[src/rtl/pipe_hazard_pkg.sv]
// Shared types, constants and the youngest-ready forwarding picker for the
// pipeline hazard/forwarding controller.
package pipe_hazard_pkg;

    localparam int DEST_W    = 8;   // widest register index the scoreboard can hold
    localparam int MAX_DEPTH = 8;
    localparam int SEL_W     = 3;

    localparam logic [SEL_W-1:0]  FWD_NONE = '0;
    localparam logic [DEST_W-1:0] REG_ZERO = '0;

    typedef struct packed {
        logic              valid;
        logic              wr;
        logic              ld;
        logic [DEST_W-1:0] dest;
    } sb_entry_t;

    // Lowest set index in 1..MAX_DEPTH-1 wins: that entry holds the youngest writer.
    function automatic logic [SEL_W-1:0] fwd_pick(input logic [MAX_DEPTH-1:0] hit);
        logic [SEL_W-1:0] sel;
        sel = FWD_NONE;
        for (int k = MAX_DEPTH - 1; k >= 1; k--) begin
            if (hit[k]) begin
                sel = SEL_W'(k);
            end
        end
        return sel;
    endfunction

endpackage

[src/rtl/pipe_scoreboard.sv]
// In-flight writer tracker: entry 0 is EX, entry DEPTH-1 is write-back.
// Entries shift one stage per cycle; downstream stages never stall.
module pipe_scoreboard
    import pipe_hazard_pkg::*;
#(
    parameter int DEPTH    = 3,
    parameter int LOAD_LAT = 2
) (
    input  logic             clk,
    input  logic             rst,
    input  sb_entry_t        push_entry,
    output sb_entry_t        entry [DEPTH],
    output logic [DEPTH-1:0] ready
);

    sb_entry_t entry_reg [DEPTH];

    always_ff @(posedge clk or negedge rst) begin
        if (!rst) begin
            for (int k = 0; k < DEPTH; k++) begin
                entry_reg[k] <= '0;
            end
        end else begin
            entry_reg[0] <= push_entry;
            for (int k = 1; k < DEPTH; k++) begin
                entry_reg[k] <= entry_reg[k-1];
            end
        end
    end

    genvar gi;
    generate
        for (gi = 0; gi < DEPTH; gi++) begin : g_ready
            assign entry[gi] = entry_reg[gi];
            // Load data only exists from stage LOAD_LAT onward.
            assign ready[gi] = entry_reg[gi].valid && entry_reg[gi].wr &&
                               (!entry_reg[gi].ld || (gi >= LOAD_LAT));
        end
    endgenerate

endmodule

[src/rtl/pipe_hazard_ctrl.sv]
// Unified stall / flush / forwarding controller for the 5-stage core.
// Define PIPE_PERF_CNT_EN to add saturating stall and flush event counters.
module pipe_hazard_ctrl
    import pipe_hazard_pkg::*;
#(
    parameter int REG_AW   = 5,
    parameter int DEPTH    = 3,
    parameter int LOAD_LAT = 2,
    parameter int FW       = $clog2(DEPTH)
) (
    input  logic              clk,
    input  logic              rst,
    input  logic              id_valid,
    input  logic [REG_AW-1:0] id_rs,
    input  logic [REG_AW-1:0] id_rt,
    input  logic              id_use_rs,
    input  logic              id_use_rt,
    input  logic [REG_AW-1:0] id_dest,
    input  logic              id_regwrite,
    input  logic              id_is_load,
    input  logic              id_is_branch,
    input  logic              id_branch_taken,
    output logic              stall,
    output logic              pc_write,
    output logic              ifid_write,
    output logic              idex_bubble,
    output logic              if_flush,
    output logic [FW-1:0]     fwd_a,
    output logic [FW-1:0]     fwd_b
`ifdef PIPE_PERF_CNT_EN
    ,
    output logic [31:0]       perf_stall_cnt,
    output logic [31:0]       perf_flush_cnt
`endif
);

    sb_entry_t         entry [DEPTH];
    sb_entry_t         push_entry;
    logic [DEPTH-1:0]  ready;
    logic [DEPTH-1:0]  lu_hit, br_hit, fa_hit, fb_hit, late_hit;
    logic [REG_AW-1:0] ex_rs_reg, ex_rt_reg;
    logic              ex_use_rs_reg, ex_use_rt_reg;
    logic              flush_kill_reg;

    pipe_scoreboard #(
        .DEPTH    (DEPTH),
        .LOAD_LAT (LOAD_LAT)
    ) u_scoreboard (
        .clk        (clk),
        .rst        (rst),
        .push_entry (push_entry),
        .entry      (entry),
        .ready      (ready)
    );

    genvar gi;
    generate
        for (gi = 0; gi < DEPTH; gi++) begin : g_hit
            logic live, rs_m, rt_m, exa_m, exb_m;
            assign live  = entry[gi].valid && entry[gi].wr;
            assign rs_m  = id_use_rs && (entry[gi].dest == DEST_W'(id_rs));
            assign rt_m  = id_use_rt && (entry[gi].dest == DEST_W'(id_rt));
            assign exa_m = ex_use_rs_reg && (entry[gi].dest == DEST_W'(ex_rs_reg));
            assign exb_m = ex_use_rt_reg && (entry[gi].dest == DEST_W'(ex_rt_reg));
            assign lu_hit[gi]   = (gi + 1 < LOAD_LAT) && live && entry[gi].ld && (rs_m || rt_m);
            // Write-back entry excluded: the register file writes before it is read.
            assign br_hit[gi]   = (gi <= DEPTH - 2) && live && (rs_m || rt_m);
            assign fa_hit[gi]   = (gi != 0) && ready[gi] && exa_m;
            assign fb_hit[gi]   = (gi != 0) && ready[gi] && exb_m;
            assign late_hit[gi] = (gi != 0) && live && !ready[gi] && (exa_m || exb_m);
        end
    endgenerate

    assign stall       = rst && id_valid && ((|lu_hit) || (id_is_branch && (|br_hit)));
    assign if_flush    = rst && id_valid && id_is_branch && id_branch_taken && !stall;
    assign pc_write    = !stall;
    assign ifid_write  = !stall;
    assign idex_bubble = stall;
    assign fwd_a       = FW'(fwd_pick(MAX_DEPTH'(fa_hit)));
    assign fwd_b       = FW'(fwd_pick(MAX_DEPTH'(fb_hit)));

    always_comb begin
        push_entry = '0;
        if (id_valid && !stall && !flush_kill_reg) begin
            push_entry.valid = 1'b1;
            push_entry.wr    = id_regwrite && (DEST_W'(id_dest) != REG_ZERO);
            push_entry.ld    = id_is_load;
            push_entry.dest  = DEST_W'(id_dest);
        end
    end

    always_ff @(posedge clk or negedge rst) begin
        if (!rst) begin
            ex_rs_reg      <= '0;
            ex_rt_reg      <= '0;
            ex_use_rs_reg  <= 1'b0;
            ex_use_rt_reg  <= 1'b0;
            flush_kill_reg <= 1'b0;
        end else begin
            if (id_valid && !stall) begin
                ex_rs_reg     <= id_rs;
                ex_rt_reg     <= id_rt;
                ex_use_rs_reg <= id_use_rs;
                ex_use_rt_reg <= id_use_rt;
            end else begin
                ex_rs_reg     <= '0;
                ex_rt_reg     <= '0;
                ex_use_rs_reg <= 1'b0;
                ex_use_rt_reg <= 1'b0;
            end
            // The squashed slot stays marked until it actually leaves ID.
            flush_kill_reg <= if_flush || (flush_kill_reg && stall);
        end
    end

    a_no_late_operand: assert property (@(posedge clk) disable iff (!rst) late_hit == '0);

`ifdef PIPE_PERF_CNT_EN
    logic [31:0] perf_stall_cnt_reg, perf_flush_cnt_reg;

    always_ff @(posedge clk or negedge rst) begin
        if (!rst) begin
            perf_stall_cnt_reg <= '0;
            perf_flush_cnt_reg <= '0;
        end else begin
            if (stall && (perf_stall_cnt_reg != 32'hFFFF_FFFF)) begin
                perf_stall_cnt_reg <= perf_stall_cnt_reg + 32'd1;
            end
            if (if_flush && (perf_flush_cnt_reg != 32'hFFFF_FFFF)) begin
                perf_flush_cnt_reg <= perf_flush_cnt_reg + 32'd1;
            end
        end
    end

    assign perf_stall_cnt = perf_stall_cnt_reg;
    assign perf_flush_cnt = perf_flush_cnt_reg;
`endif

endmodule
[config.mk]
export PLATFORM = sky130hd
export DESIGN_NAME = pipe_hazard_ctrl
export DESIGN_NICKNAME = d
export VERILOG_FILES = /design/src/rtl/pipe_hazard_pkg.sv /design/src/rtl/pipe_scoreboard.sv /design/src/rtl/pipe_hazard_ctrl.sv
export SDC_FILE = /design/constraint.sdc
export NUM_CORES = 1
export LEC_CHECK = 0
export ABC_AREA = 1
export BUFFER_PORTS_ARGS = -buffer_cell sky130_fd_sc_hd__clkbuf_2
export CAP_MARGIN = 20
export CORE_MARGIN = 3
export CORE_UTILIZATION = 61
export CTS_CLUSTER_DIAMETER = 50
export DETAILED_ROUTE_END_ITERATION = 8
export PLACE_DENSITY = 0.95
export SETUP_SLACK_MARGIN = 0.02
export SLEW_MARGIN = 30
export SYNTH_ARGS = -nofsm -noshare
export SYNTH_HDL_FRONTEND = slang
export SYNTH_HIERARCHICAL = 1
export SYNTH_SLANG_ARGS = --single-unit
[constraint.sdc]
create_clock -name clk -period 1.9 [get_ports clk]
set_input_delay 0.095 -clock clk [delete_from_list [all_inputs] [get_ports clk]]
set_output_delay 0.095 -clock clk [all_outputs]
set_load 0.01 [all_outputs]
# [Word-level counts from Yosys, hierarchy flattened]
# Cells that the tools add are included.
[op_classes] eq_ne=8 mux=9 reduce_logical=39
[ops] cell="equality test 8 x 5 -> 1 bit" count=8
[ops] cell="logical AND 1 bit" count=30
[ops] cell="two-way mux 11 bit" count=1
[ops] cell="two-way mux 5 bit" count=2
[ops] cell="two-way mux 2 bit" count=4
[ops] cell="nonzero test 5 bit" count=1
[ops] cell="logical OR 1 bit" count=4
[ops] cell="logical NOT 1 bit" count=3
[ops] cell="two-way mux 1 bit" count=2
[ops] cell="OR reduction 2 bit" count=1
[word_totals] regBits=45 input_bits=24 out_inout_bits=9 elab_cells=72

# [Longest topological paths before layout]
# Gate-level depths: netlist of run 1.
[depth] word_depth=12 ltp_mapped=12 ltp_nobuf=11

# [Cells and area by module]
# Netlist of run 1, hierarchy kept.
[by_module_without_submodules] mod="pipe_hazard_ctrl" n_inst=1 cells_per_inst=223 area_each_um2=1256.2 seq_area_each_um2=325.3
[by_module_without_submodules] mod="pipe_scoreboard" n_inst=1 cells_per_inst=39 area_each_um2=853.3 seq_area_each_um2=825.8

# [Worst setup path after synthesis of run 1]
# Ideal clock, no wire load.
[synth_timing] path_kind="flip-flop to output port" startpoint="register u_scoreboard.entry_reg, in the netlist u_scoreboard/entry[13]" endpoint="output port stall" arrival_time_ns=1.245 required_ns=1.805 slack_ns=0.560 stages_incl_launch_ff=12 path_buffers=1 path_cell_list="dfrtp_1 inv_2 nand2_1 nand2_1 nor2_1 nand3_1 nand2_1 nand2_1 nand2_2 nand2_4 inv_1 buf_4"
[synth_via] elab_chain_len=8 word_cells_on_any_way=10 cone_classes="eq/ne (2); reduce/logical (8)"
[synth_lines] element="from (decl)" line_no="pipe_scoreboard.sv:16" rtl="sb_entry_t entry_reg [DEPTH];"
[synth_lines] element="from (signal, indexed assignment)" line_no="pipe_scoreboard.sv:26" rtl="entry_reg[k] <= entry_reg[k-1];"
[synth_lines] element="equality test 8 x 5 -> 1 bit (on tied branches)" line_no="pipe_hazard_ctrl.sv:61, pipe_hazard_ctrl.sv:62"
[synth_lines] element="logical AND 1 bit (on tied branches)" line_no="pipe_hazard_ctrl.sv:61, pipe_hazard_ctrl.sv:62"
[synth_lines] element="logical OR 1 bit (*)" line_no="pipe_hazard_ctrl.sv:67" rtl="assign br_hit[gi] = (gi <= DEPTH - 2) && live && (rs_m || rt_m);"
[synth_lines] element="logical AND 1 bit (*)" line_no="pipe_hazard_ctrl.sv:67"
[synth_lines] element="OR reduction 2 bit (*)" line_no="pipe_hazard_ctrl.sv:74" rtl="assign stall = rst && id_valid && ((|lu_hit) || (id_is_branch && (|br_hit)));"
[synth_lines] element="logical AND 1 bit (*)" line_no="pipe_hazard_ctrl.sv:74"
[synth_lines] element="logical OR 1 bit (*)" line_no="pipe_hazard_ctrl.sv:74"
[synth_lines] element="logical AND 1 bit (*)" line_no="pipe_hazard_ctrl.sv:74"
[synth_lines] element="to (decl)" line_no="pipe_hazard_ctrl.sv:23" rtl="output logic stall,"
# Mark *: on every way between the ends. The rest lies on a longest branch, timed or not.

# [Worst setup path after layout of run 1]
[layout_timing] startpoint="register u_scoreboard.entry_reg, in the netlist u_scoreboard/entry[15]" endpoint="output port idex_bubble"
[layout_via] elab_chain_len=8 word_cells_on_any_way=10 cone_classes="eq/ne (2); reduce/logical (8)"
[layout_lines] element="equality test 8 x 5 -> 1 bit (on tied branches)" line_no="pipe_hazard_ctrl.sv:61, pipe_hazard_ctrl.sv:62"
[layout_lines] element="logical AND 1 bit (on tied branches)" line_no="pipe_hazard_ctrl.sv:61, pipe_hazard_ctrl.sv:62"
[layout_lines] element="logical OR 1 bit (*)" line_no="pipe_hazard_ctrl.sv:67"
[layout_lines] element="logical AND 1 bit (*)" line_no="pipe_hazard_ctrl.sv:67"
[layout_lines] element="OR reduction 2 bit (*)" line_no="pipe_hazard_ctrl.sv:74"
[layout_lines] element="logical AND 1 bit (*)" line_no="pipe_hazard_ctrl.sv:74"
[layout_lines] element="logical OR 1 bit (*)" line_no="pipe_hazard_ctrl.sv:74"
[layout_lines] element="logical AND 1 bit (*)" line_no="pipe_hazard_ctrl.sv:74"
[layout_lines] element="to (decl)" line_no="pipe_hazard_ctrl.sv:26" rtl="output logic idex_bubble,"
# Marked as above.

==> results of run 1 <==
[stage by stage]
| step | setup WS (ns) | TNS [ns] | hold WS (ns) | power [W] | utilization [%] |
|---|---|---|---|---|---|
| 2_1_floorplan | 0.5602 | 0 | -0.2006 | 0.001182 | - |
| 4_1_cts | 0.02157 | 0 | 0.001156 | 0.001877 | 79.88 |
| 3_5_place_dp | 0.4078 | 0 | 0.2175 | 0.001272 | 72.26 |
| 3_3_place_gp | 0.4673 | 0 | 0.2186 | 0.001260 | 72.26 |
| 6_report | -0.1006 | -0.4299 | 0.02789 | 0.001960 | 84.44 |
| 5_1_grt | -0.1518 | -0.7105 | 0.02233 | 0.002011 | 84.44 |
[layout by cell type (no fill, tap or decap), drive strengths merged, types with 4 or more instances in the layout]
cell type,count
buf,14
clkbuf,33
dfrtp,45
dlygate4sd3,15
inv,48
nand2,78
nand3,10
nor2,46
o22ai,6
xnor2,4
[power by group through the flow]
stage	Sequential [W]	Clock [W]	Combinational, W
global placement	0.00106	0	0.000196
CTS	0.00105	0.000596	0.000232
detailed placement	0.00107	0	0.000205
global route	0.00106	0.000639	0.000309
floorplan	0.00106	0	0.000126
finish	0.00106	0.000614	0.000287
[cell type report]
class / count / area [µm²]
sequential: 45 / 1131
multi-input combinational: 165 / 792.0
fill: 154 / 490.5
timing repair buffer: 57 / 419.2
inverter: 48 / 182.7
tap: 44 / 55.05
clock buffer: 6 / 41.29
clock inverter: 2 / 38.79
antenna: 1 / 2.502
[per-layer routing]
metal	share of wire [%]	global-route usage, %
met1	34	39.41
met2	48	55.15
met3	11	5.272
met4	7.1	21.64
met5	0	0
[what timing repair did]
item                       4_1_cts  5_1_grt
hold endpoints to repair        60        0
resized for setup                0       34
setup endpoints to repair        0        8
hold buffers                    16        0
buffers inserted                 0        8
[path summary, 6_finish.rpt]
path                                             start                      to  slack, ns  depth (start not counted)
worst max register to register  u_scoreboard/entry[15]            ex_rt_reg[1]       0.06                         12
worst min register to register  u_scoreboard/entry[16]   u_scoreboard/entry[5]       0.40                          0
min in group asynchronous                          rst  u_scoreboard/entry[32]       0.35                          3
worst max-delay path            u_scoreboard/entry[15]             idex_bubble      -0.10                         11
worst min-delay path                          id_rt[2]            ex_rt_reg[2]       0.03                          3
max in group asynchronous                          rst  u_scoreboard/entry[11]       1.13                          3
[worst max-delay path, delay by kind of cell (launching register included)]
family                 cells  cell delay, ns
and+or+nand+nor            8            0.73
buffers and inverters      3            0.28
DFF                        1            0.51
==> metrics.csv, run 1 <==
metric,value,unit
crit_path_end_kind,output port,
finalCritPeriodShare,105.3,%
grt.total_usage,33.06,%
crit_type,reg2out,
vias_per_cell,6.152,
start_kind,flop,
largest_register_ffs,32,
synth.cell_area,2074,µm²
layout-drive-gt1-share,24.15,%
floorplan.die_area,4136,µm²
clock_path_buffers,2,
worstPathCellList,inv_2 -> nand2_1 -> nand2_1 -> nor2_1 -> nand3_1 -> nand2_1 -> nand2_1 -> nand2_2 -> nand2_4 -> inv_4 -> buf_6,
fin_cells,368,
nNetsFinal,346,
leakagePower,1.452,nW
power_frac_comb,14.6,%
cts_buffers,5,
grt.overflow.total,0,
crit_fanout,6,
syn_inst,259,
dp_hpwl,3432,µm
syn_avg_cell_area,8.010,µm²
clk_pin_slew,0.14,ns
dieWidth,64.32,µm
hold_path.class,in2reg,
seqPwrFrac,54.0,%
final_area,2663,µm²
max_freq,499.9,MHz
numPortBuffers,32,
required,1.80,ns
place_area,2278,µm²
synth_warnings,6,
coreArea,3153,µm²
grt_pass1_wl,10050,µm
cts_tree,built,
routabilityCongestion,0.9128,
p_switching,0.0005621,W
finalHoldViolCount,0,
cts_root_buf,clkbuf_4,
post-route-drc-count,0,
grt_pass1_vias,2084,
maxCapViolCount,0,
syn2layout_area_growth,28.35,%
slowest_stage,dfrtp_1,
start_util,65.79,%
routedWlPerCell,19.48,µm
dr.pass1.iters,8,
ioPinCount,33,
die_h,64.32,µm
p_int,0.001398,W
grt_max_degree,46,
violations,negative setup slack,
setup-violations-final,5,
outcome,"finished, violations left",
rsz0062_at_grt,yes,
min_period,2.001,ns
p_per_area,736.0,nW/µm²
cts_sinks,45,
cpPeakStageDelay,0.51,ns
slew-limit-headroom,62.69,%
clockPowerShare,31.3,%
antenna_left,0,
rows,20,
switching_share,28.68,%
finalWirelength,7170,µm
worst_pin_slew,0.5596,ns
slew_viol_final,0,
fin_skew,0.01671,ns
grt_antenna_before_repair,1,
dp_cells,335,
crit_top_cell,nand2_1,
max-vdd-ir-drop,577.6,µV
drt_iter0_markers,332,
fin_ws,-0.1006,ns
htree_levels,2,
arrival,1.91,ns
num_vias,2264,
clk_latency,0.39,ns
Power figures use the tool's default switching activity.
==> inputs of run 2 (changes only) <==
- SKIP_CTS_REPAIR_TIMING: unset -> 1
==> run 2 against run 1 <==
  * The run still ends with negative setup slack left
  * Setup slack worse by 0.12 ns
  * Critical path type unchanged
  * Maximum frequency fell by 5.5%
  * Sequential share of layout area rose by 1.7 points
  * Worst hold slack improved by 0.0071 ns
  * Register-to-register slack got worse by 0.25 ns
  * Critical path depth unchanged
  * Flip-flop and latch count unchanged
  * Combinational power fell by 7.3%
==> metrics.csv, run 2 (synthesis gave the netlist of run 1 again) <==
metric,value,unit,change
grt_pass1_vias,1821,,"was 2,084"
floorplan.die_area,4136,µm²,unchanged
setup-violations-final,26,,was 5
routabilityCongestion,0.9128,,unchanged
nNetsFinal,341,,was 346
post-route-drc-count,0,,unchanged
layout-drive-gt1-share,20.44,%,was 24.15%
grt_antenna_before_repair,0,,was 1
whs,0.03504,ns,was 0.02789 ns
arrival,2.02,ns,was 1.91 ns
largest_register_ffs,32,,unchanged
layout_commonest_cell,nand2_1,,unchanged
die_h,64.32,µm,unchanged
rsz0062_at_grt,yes,,unchanged
start_kind,flop,,unchanged
num_vias,2116,,"was 2,264"
cts_buffers,5,,unchanged
grt.total_usage,24.81,%,was 33.06%
antenna_left,0,,unchanged
fin_skew,0.01603,ns,was 0.01671 ns
p_per_area,752.0,nW/µm²,was 736.0 nW/µm²
total_power,0.001926,W,was 0.001960 W
required,1.80,ns,about the same
worst_pin_slew,0.5562,ns,was 0.5596 ns
drt_iter0_markers,249,,was 332
violations,negative setup slack,,unchanged
finalHoldViolCount,0,,unchanged
dr.pass1.iters,6,,was 8
clk_pin_slew,0.12,ns,was 0.14 ns
place_area,2278,µm²,unchanged
dp_hpwl,3432,µm,unchanged
outcome,"finished, violations left",,unchanged
ioPinCount,33,,unchanged
final_cell_mix,"nand2_1 (75), nor2_1 (45), inv_1 (42)",,"was nand2_1 (69), nor2_1 (42), dfrtp_1 (41)"
rows,20,,unchanged
grt.overflow.total,0,,unchanged
dieWidth,64.32,µm,unchanged
crit_fanout,5,,was 6
max_freq,472.6,MHz,was 499.9 MHz
max-vdd-ir-drop,601.4,µV,was 577.6 µV
routedWlPerCell,18.37,µm,was 19.48 µm
coreArea,3153,µm²,unchanged
maxCapViolCount,0,,unchanged
start_util,65.79,%,unchanged
cts_root_buf,clkbuf_4,,unchanged
htree_levels,2,,unchanged
finalWirelength,6651,µm,was 7170 µm
final_area,2561,µm²,was 2663 µm²
slew_viol_final,0,,unchanged
setup_tns,-2.821,ns,was -0.4299 ns
clock_path_buffers,2,,unchanged
crit_type,reg2out,,unchanged
slew-limit-headroom,62.92,%,was 62.69%
syn2layout_area_growth,23.46,%,was 28.35%
dp_cells,335,,unchanged
fin_ws,-0.2160,ns,was -0.1006 ns
clk_latency,0.38,ns,was 0.39 ns
hold_path.class,in2reg,,unchanged
leakagePower,1.414,nW,was 1.452 nW
vias_per_cell,5.845,,was 6.152
numPortBuffers,32,,unchanged
grt_max_degree,46,,unchanged
n_antenna_cell,0,,was 1
crit_path_end_kind,output port,,unchanged
cts_sinks,45,,unchanged
min_period,2.116,ns,was 2.001 ns
fin_cells,362,,was 368
finalCritPeriodShare,111.4,%,was 105.3%
grt_pass1_wl,7783,µm,"was 10,050 µm"
cts_tree,built,,unchanged
==> run 2: cell types whose count changed in the layout (fill, tap and decap cells not counted), moves of 2 or more <==
cell | previous run | this run
nor2_4 | 2 | 0
inv_1 | 38 | 42
nor2_1 | 42 | 45
nand2_1 | 69 | 75
dlygate4sd3_1 | 15 | 11
nand2_2 | 7 | 1
buf_6 | 5 | 2
inv_2 | 9 | 4
==> run 2: routing by layer <==
metal / wire length (µm) / global-route usage (%)
met1: 2262 / 30.07
met2: 3231 / 40.98
met3: 693 / 6.678
met4: 464 / 11.87
met5: 0 / 0
==> run 2: critical path, cell delays in order (launching register included) <==
cell and delay, ns:
dfrtp_1 0.46, inv_1 0.09, nand2_1 0.07, nand2_1 0.07, nor2_1 0.25, nand3_1 0.15
nand2_1 0.11, nand2_1 0.07, nand2_2 0.13, nand2_4 0.09, inv_4 0.07, buf_6 0.09
==> run 2: cell type report <==
type,count,area (µm²)
Clock buffer,6,41.29
Clock inverter,2,38.79
Fill cell,180,591.8
Inverter,48,185.2
Multi-Input combinational cell,165,759.5
Sequential cell,45,1131
Tap cell,44,55.05
Timing Repair Buffer,52,350.3
==> run 2: stage by stage <==
stage / utilization [%] / setup WS [ns]
global placement: 72.26 / 0.4673
CTS: 74.80 / 0.02157
finish: 81.23 / -0.2160
floorplan: - / 0.5602
detailed placement: 72.26 / 0.4078
global route: 81.23 / -0.2552
==> run 2: path summary, 6_finish.rpt <==
path / from / end / slack (ns) / cells after the start
worst max-delay path: u_scoreboard/entry[25] / idex_bubble / -0.22 / 11
worst min-delay path: id_rs[1] / ex_rs_reg[1] / 0.04 / 3
worst max register to register: u_scoreboard/entry[25] / u_scoreboard/entry[23] / -0.19 / 13
min in group asynchronous: rst / u_scoreboard/entry[28] / 0.39 / 3
max in group asynchronous: rst / u_scoreboard/entry[14] / 1.09 / 3
worst min register to register: u_scoreboard/entry[18] / u_scoreboard/entry[7] / 0.40 / 0
==> run 2: power breakdown <==
| group | internal [W] | total [W] | leakage, nW | switching [W] |
|---|---|---|---|---|
| sequential | 0.00101 | 0.00106 | 0.563 | 0.0000472 |
| clock | 0.000280 | 0.000604 | 0.0424 | 0.000324 |
| combinational | 0.0000971 | 0.000266 | 0.809 | 0.000169 |
